--- config.mk ---
export PLATFORM = sky130hd
export DESIGN_NAME = spi_cmd_rx
export DESIGN_NICKNAME = d
export VERILOG_FILES = /design/src/rtl/spi_cmd_rx.sv
export SDC_FILE = /design/constraint.sdc
export NUM_CORES = 1
export LEC_CHECK = 0
export BUFFER_PORTS_ARGS = -buffer_cell sky130_fd_sc_hd__buf_2
export CORE_UTILIZATION = 51
export CTS_CLUSTER_SIZE = 24
export DETAILED_ROUTE_END_ITERATION = 8
export PLACE_DENSITY = 0.71
export SLEW_MARGIN = 20
export SYNTH_ARGS = -nofsm -noshare
export SYNTH_HDL_FRONTEND = slang
export SYNTH_SLANG_ARGS = --single-unit
--- constraint.sdc ---
create_clock -name clk -period 2.6 [get_ports clk]
set_input_delay 0.26 -clock clk [delete_from_list [all_inputs] [get_ports clk]]
set_output_delay 0.26 -clock clk [all_outputs]
set_load 0.01 [all_outputs]
--- src/rtl/spi_cmd_rx.sv ---
// Mode-0 SPI slave byte receiver feeding a first-word-fall-through FIFO for the control unit.
// Define SPI_RX_MISO_ECHO_EN to build the MISO echo path; otherwise miso is tied low.
module spi_cmd_rx #(
  parameter int unsigned fifo_depth  = 16,
  parameter int unsigned sync_stages = 2
) (
  input  logic                          clk,
  input  logic                          reset,
  input  logic                          sck,
  input  logic                          mosi,
  input  logic                          cs_n,
  output logic                          miso,
  output logic [7:0]                    out_byte,
  output logic                          out_ready,
  input  logic                          next,
  input  logic [7:0]                    tx_byte,
  output logic [$clog2(fifo_depth):0]   fifo_count,
  output logic                          overflow,
  input  logic                          clear_overflow
);

  localparam int unsigned AW = $clog2(fifo_depth);
  localparam int unsigned PW = AW + 1;
  localparam int unsigned SS = sync_stages;

  typedef enum logic {S_IDLE, S_ACTIVE} state_t;

  logic [SS-1:0] r_sck_s;
  logic [SS-1:0] r_mosi_s;
  logic [SS-1:0] r_cs_s;
  logic          r_sck_d;
  logic          w_sck;
  logic          w_mosi;
  logic          w_cs;
  logic          w_rise;

  state_t        r_state;
  logic [2:0]    r_bit_cnt;
  logic [7:0]    r_rx_shift;
  logic          w_push;
  logic [7:0]    w_push_byte;

  logic [7:0]    r_mem [fifo_depth];
  logic [PW-1:0] r_wr_ptr;
  logic [PW-1:0] r_rd_ptr;
  logic          w_empty;
  logic          w_full;
  logic          w_pop;
  logic          w_wr_en;
  logic          w_drop;
  logic [7:0]    r_out_byte;
  logic          r_out_ready;
  logic [PW-1:0] r_count;
  logic          r_overflow;

  // Input synchronisers; cs_n idles high so its chain resets to 1
  always_ff @(posedge clk or negedge reset) begin
    if (!reset) begin
      r_sck_s  <= '0;
      r_mosi_s <= '0;
      r_cs_s   <= '1;
      r_sck_d  <= 1'b0;
    end else begin
      r_sck_s  <= {r_sck_s[SS-2:0], sck};
      r_mosi_s <= {r_mosi_s[SS-2:0], mosi};
      r_cs_s   <= {r_cs_s[SS-2:0], cs_n};
      r_sck_d  <= r_sck_s[SS-1];
    end
  end

  assign w_sck  = r_sck_s[SS-1];
  assign w_mosi = r_mosi_s[SS-1];
  assign w_cs   = r_cs_s[SS-1];
  assign w_rise = w_sck & ~r_sck_d;

  // Frame FSM and RX deserialiser
  always_ff @(posedge clk or negedge reset) begin
    if (!reset) begin
      r_state    <= S_IDLE;
      r_bit_cnt  <= 3'd0;
      r_rx_shift <= 8'h00;
    end else begin
      case (r_state)
        S_IDLE: begin
          if (!w_cs) begin
            r_state    <= S_ACTIVE;
            r_bit_cnt  <= 3'd0;
            r_rx_shift <= 8'h00;
          end
        end
        S_ACTIVE: begin
          if (w_cs) begin
            r_state   <= S_IDLE;
            r_bit_cnt <= 3'd0;
          end else if (w_rise) begin
            r_rx_shift <= {r_rx_shift[6:0], w_mosi};
            r_bit_cnt  <= r_bit_cnt + 3'd1;
          end
        end
        default: r_state <= S_IDLE;
      endcase
    end
  end

  // A byte completes on the 8th rising edge; a deselect in the same cycle wins
  assign w_push      = (r_state == S_ACTIVE) & ~w_cs & w_rise & (r_bit_cnt == 3'd7);
  assign w_push_byte = {r_rx_shift[6:0], w_mosi};

`ifdef SPI_RX_MISO_ECHO_EN
  logic       w_fall;
  logic [7:0] r_tx_shift;
  logic [2:0] r_tx_cnt;
  logic       r_miso;

  assign w_fall = ~w_sck & r_sck_d;

  // TX serialiser: tx_byte is sampled only at frame start and byte boundaries
  always_ff @(posedge clk or negedge reset) begin
    if (!reset) begin
      r_tx_shift <= 8'h00;
      r_tx_cnt   <= 3'd0;
      r_miso     <= 1'b0;
    end else begin
      r_miso <= (r_state == S_ACTIVE) ? r_tx_shift[7] : 1'b0;
      if (r_state == S_IDLE) begin
        if (!w_cs) begin
          r_tx_shift <= tx_byte;
          r_tx_cnt   <= 3'd0;
        end
      end else if (!w_cs && w_fall) begin
        if (r_tx_cnt == 3'd7) begin
          r_tx_shift <= tx_byte;
          r_tx_cnt   <= 3'd0;
        end else begin
          r_tx_shift <= {r_tx_shift[6:0], 1'b0};
          r_tx_cnt   <= r_tx_cnt + 3'd1;
        end
      end
    end
  end

  assign miso = r_miso;
`else
  logic w_unused_tx;
  assign w_unused_tx = ^tx_byte;
  assign miso        = 1'b0;
`endif

  assign w_empty = (r_wr_ptr == r_rd_ptr);
  assign w_full  = (r_wr_ptr[AW] != r_rd_ptr[AW]) && (r_wr_ptr[AW-1:0] == r_rd_ptr[AW-1:0]);
  assign w_pop   = next & ~w_empty;
  assign w_wr_en = w_push & (~w_full | w_pop);
  assign w_drop  = w_push & w_full & ~w_pop;

  // FIFO storage carries no reset; its contents are meaningless until written
  always_ff @(posedge clk) begin
    if (w_wr_en) r_mem[r_wr_ptr[AW-1:0]] <= w_push_byte;
  end

  always_ff @(posedge clk or negedge reset) begin
    if (!reset) begin
      r_wr_ptr    <= '0;
      r_rd_ptr    <= '0;
      r_out_byte  <= 8'h00;
      r_out_ready <= 1'b0;
      r_count     <= '0;
      r_overflow  <= 1'b0;
    end else begin
      if (w_wr_en) r_wr_ptr <= r_wr_ptr + PW'(1);
      if (w_pop)   r_rd_ptr <= r_rd_ptr + PW'(1);
      r_out_ready <= ~w_empty;
      r_out_byte  <= w_empty ? 8'h00 : r_mem[r_rd_ptr[AW-1:0]];
      r_count     <= r_wr_ptr - r_rd_ptr;
      if (w_drop)              r_overflow <= 1'b1;
      else if (clear_overflow) r_overflow <= 1'b0;
    end
  end

  assign out_byte   = r_out_byte;
  assign out_ready  = r_out_ready;
  assign fifo_count = r_count;
  assign overflow   = r_overflow;

endmodule

==> impl_metrics.csv <==
group,metric,value,unit
clocking,cts_buffer_depth,2,
global_route,grtUsageMet3,5.47,%
worst_setup_path,critical_path_required,2.67,ns
global_route,grt.met1_usage,26.9,%
finish,syn2layout_area_growth,16.2,%
synth,muxShareOfSynthArea,13.7,%
clocking,path_clk_slew,0.06,ns
power,p_leak,0.00296,uW
clocking,clkSinkCount,171,
global_route,grt_use_met2,31.3,%
worst_setup_path,cpMostUsedCell,"ha_1",
clocking,post-cts-setup-buffers,0,
placed_design,placed_cell_area,7250,um2
synth,synth_compound_area_share,3.87,%
worst_setup_path,crit_arrival,2.51,ns
finish,fin_util,61.8,%
hold_path,hold_path.class,"primary input to flip-flop",
sta,hold_viol_final,0,
placed_design,gp_congestion,0.733,
clocking,htreeDepth,4,
sta,slew_violations,0,
synth,postSynthCellCount,365,
worst_setup_path,r2r_slack,0.16,ns
floorplan,core,12900,um2
synth,ys_seq_area_share,71.8,%
clocking,cts_tree,"built",
global_route,grt_max_degree,44,
floorplan,die_y,118,um
run_status,status,"finished, final reports clean",
sta,rsz0062_at_grt,"false",
synth,synth_nets,392,
synth,async_reset_ff_share,25.1,%
global_route,grt_antenna_before_repair,0,
floorplan,io-pin-count,31,
finish,drive_above_1_share,27.4,%
sta,fin_crit,2.44,ns
sta,fin_crit_sh,93.7,%
synth,yosys.area_share.simple,4.35,%
worst_setup_path,critPathLaunchType,"flip-flop",
global_route,grt-ovfl-total,0,
worst_setup_path,cp_slowest_stage_delay,0.57,ns
drt,wirelength,12800,um
worst_setup_path,cp_slowest_cell,"or3_1",
synth,synth_top_family_by_area,"multiplexers",
sta,setup_viol,0,
drt,wire_per_inst,21.3,um
global_route,busiest_layer,"met2",
global_route,grt_pass1_vias,3578,
finish,seqCellArea,4920,um2
clocking,insertion_delay,0.42,ns
floorplan,dieArea,13900,um2
synth,synth_ff_type,"edfxtp_1",
global_route,grt_usage,20.1,%
floorplan,row_count,41,
job,cap_violations,0,
worst_setup_path,path_cells,"ha_1 -> ha_1 -> inv_1 -> or3_1 -> nor2_4 -> and4b_1",
drt,drt_iter0_drc,269,
synth,synth_edf_count,128,
synth,avgSynthCellArea,18.8,um2
clocking,cts_buffers,17,
worst_setup_path,crit_type,"flip-flop to flip-flop",
power,powerDensity,980,nW/um2
sta,clock_skew,0.00639,ns
placed_design,io_buffers,21,
drt,postRouteAntennaNets,0,
placed_design,dpl.hpwl,7910,um
floorplan,initial_core_util,53.2,%
synth,synth_seq_cells,171,
synth,synth_cell_types,46,
synth,synthAdderAreaFrac,2.30,%
finish,final.fill_count,897,
sta,slew_headroom,53.9,%
floorplan,die_w,118,um
worst_setup_path,worst_setup_path_end_kind,"flip-flop",
power,ir_worst_vdd,616,uV
synth,synth-xor-area-share,1.66,%
drt,drt_first_pass_iters,4,
drt,remaining_drc_errors,0,
sta,tightestPinTransition,0.691,ns
synth,synth_area,6850,um2
global_route,grt_pass1_wl,19900,um
synth,yosysWarningCount,0,
drt,routed_via_density,5.77,
finish,multi_input_area,1790,um2
finish,fin_area,7960,um2
sta,timing.hold.ws,0.0286,ns
worst_setup_path,critical_path.max_fanout,9,
worst_setup_path,worst-path-buf-inv,1,
finish,antenna_cells,0,
sta,timing.fmax,0.410,GHz
worst_setup_path,path_delay_family,"simple AND/OR/NAND/NOR gates",
drt,dr_total_vias,3454,
finish,fin_nets,441,
clocking,clockRootBuffer,"clkbuf_16",
-- cell type report --
type / instances / area share [%]
Inverter: 14 / 0.660
Clock inverter: 15 / 2.97
Multi-Input combinational cell: 162 / 22.5
Sequential cell: 171 / 61.8
Timing Repair Buffer: 48 / 4.02
Clock buffer: 17 / 5.34
Tap cell: 172 / 2.70
-- sequential cells by signal, indices dropped and copies added (netlist names) --
register and cells:
out_byte 8, r_mem 128, r_sck_d 1, r_wr_ptr 5, out_ready 1, r_mosi_s 2
r_bit_cnt 3, r_rx_shift 7, fifo_count 5, r_sck_s 2, r_rd_ptr 5, r_cs_s 2
r_state 1, overflow 1
-- per-stage QoR --
step	worst slack, ns	total power [uW]	TNS [ns]	instances
floorplan	-0.0709	4580	-1.13	365
global placement	0.211	5040	0	563
detailed placement	0.148	5060	0	563
CTS	0.0797	7860	0	598
global route	0.0130	8120	0	599
finish	0.164	7800	0	599
-- Yosys cell counts, drive strengths merged (2+ instances only) --
library cell    n  share of area, %
xnor2           9               1.2
nand3           5              0.37
and2            8              0.73
nor4            3              0.37
and4            4              0.51
a21oi           9              0.66
mux4           31                11
buf            12               1.1
xor2            4              0.51
nor3            4              0.37
dfstp           2              0.77
inv            14              0.77
edfxtp        128                56
mux2           10               1.6
mux2i          10               1.5
a21o            2              0.22
nor2            4              0.33
nand2b          3              0.27
and3            2              0.18
dfrtp          41                15
ha             11               2.0
a22o           14               1.8
clkbuf          6              0.33
nand2           6              0.33
o21ai          10              0.73
and4b           2              0.29
-- power breakdown --
part | internal, uW | switching, uW | leakage, uW
clock | 1730 | 1060 | 0.000318
sequential | 3110 | 101 | 0.00170
combinational | 860 | 937 | 0.000943
total | 5700 | 2100 | 0.00296
-- path summary, 6_finish.rpt --
check                      depth (start not counted)             to            from
min                                                2       overflow  clear_overflow
max reg2reg                                        6    r_mem[6][3]    r_bit_cnt[0]
max in group asynchronous                          2  fifo_count[1]           reset
max                                                6    r_mem[6][3]    r_bit_cnt[0]
min in group asynchronous                          2   r_bit_cnt[0]           reset
min reg2reg                                        0      r_cs_s[1]       r_cs_s[0]
-- logic make-up after synthesis --
logic type	count (synthesis)
fa+ha+maj	12
other cells	1
mux	51
compound gates	39
buf+inv	32
simple gates	46
flops	171
xor+xnor	13
-- placed cells by master, fill, tap and decap left out, types with 3 or more instances in the layout --
cell and n:
a21oi_1 9, a22o_1 14, and2_1 7, and4_1 4
buf_2 20, buf_4 24, bufinv_16 5, clkbuf_16 17
dfrtp_1 41, dlygate4sd3_1 4, edfxtp_1 128, ha_1 11
inv_1 12, inv_6 3, mux2_2 9, mux2i_1 10
mux4_1 8, mux4_2 23, nand2_1 6, nand2b_1 3
nand3_1 5, nor2_1 3, nor3_1 3, o21ai_0 3
o21ai_1 7, xnor2_1 9, xor2_1 4
-- repair_timing --
| item | 4_1_cts | 5_1_grt |
|---|---|---|
| resized for setup | 0 | 2 |
| hold endpoints to repair | 3 | 41 |
| endpoints found under the setup margin | 0 | 32 |
| hold buffers | 3 | 1 |
-- metal layers --
layer  routed length, um  vias to the layer above
li1                    -                     1544
met1                5340                     1775
met2                6340                      123
met3                 907                       12
met4                 192                        0
met5                   0                        -
(Power assumes the default switching activity.)
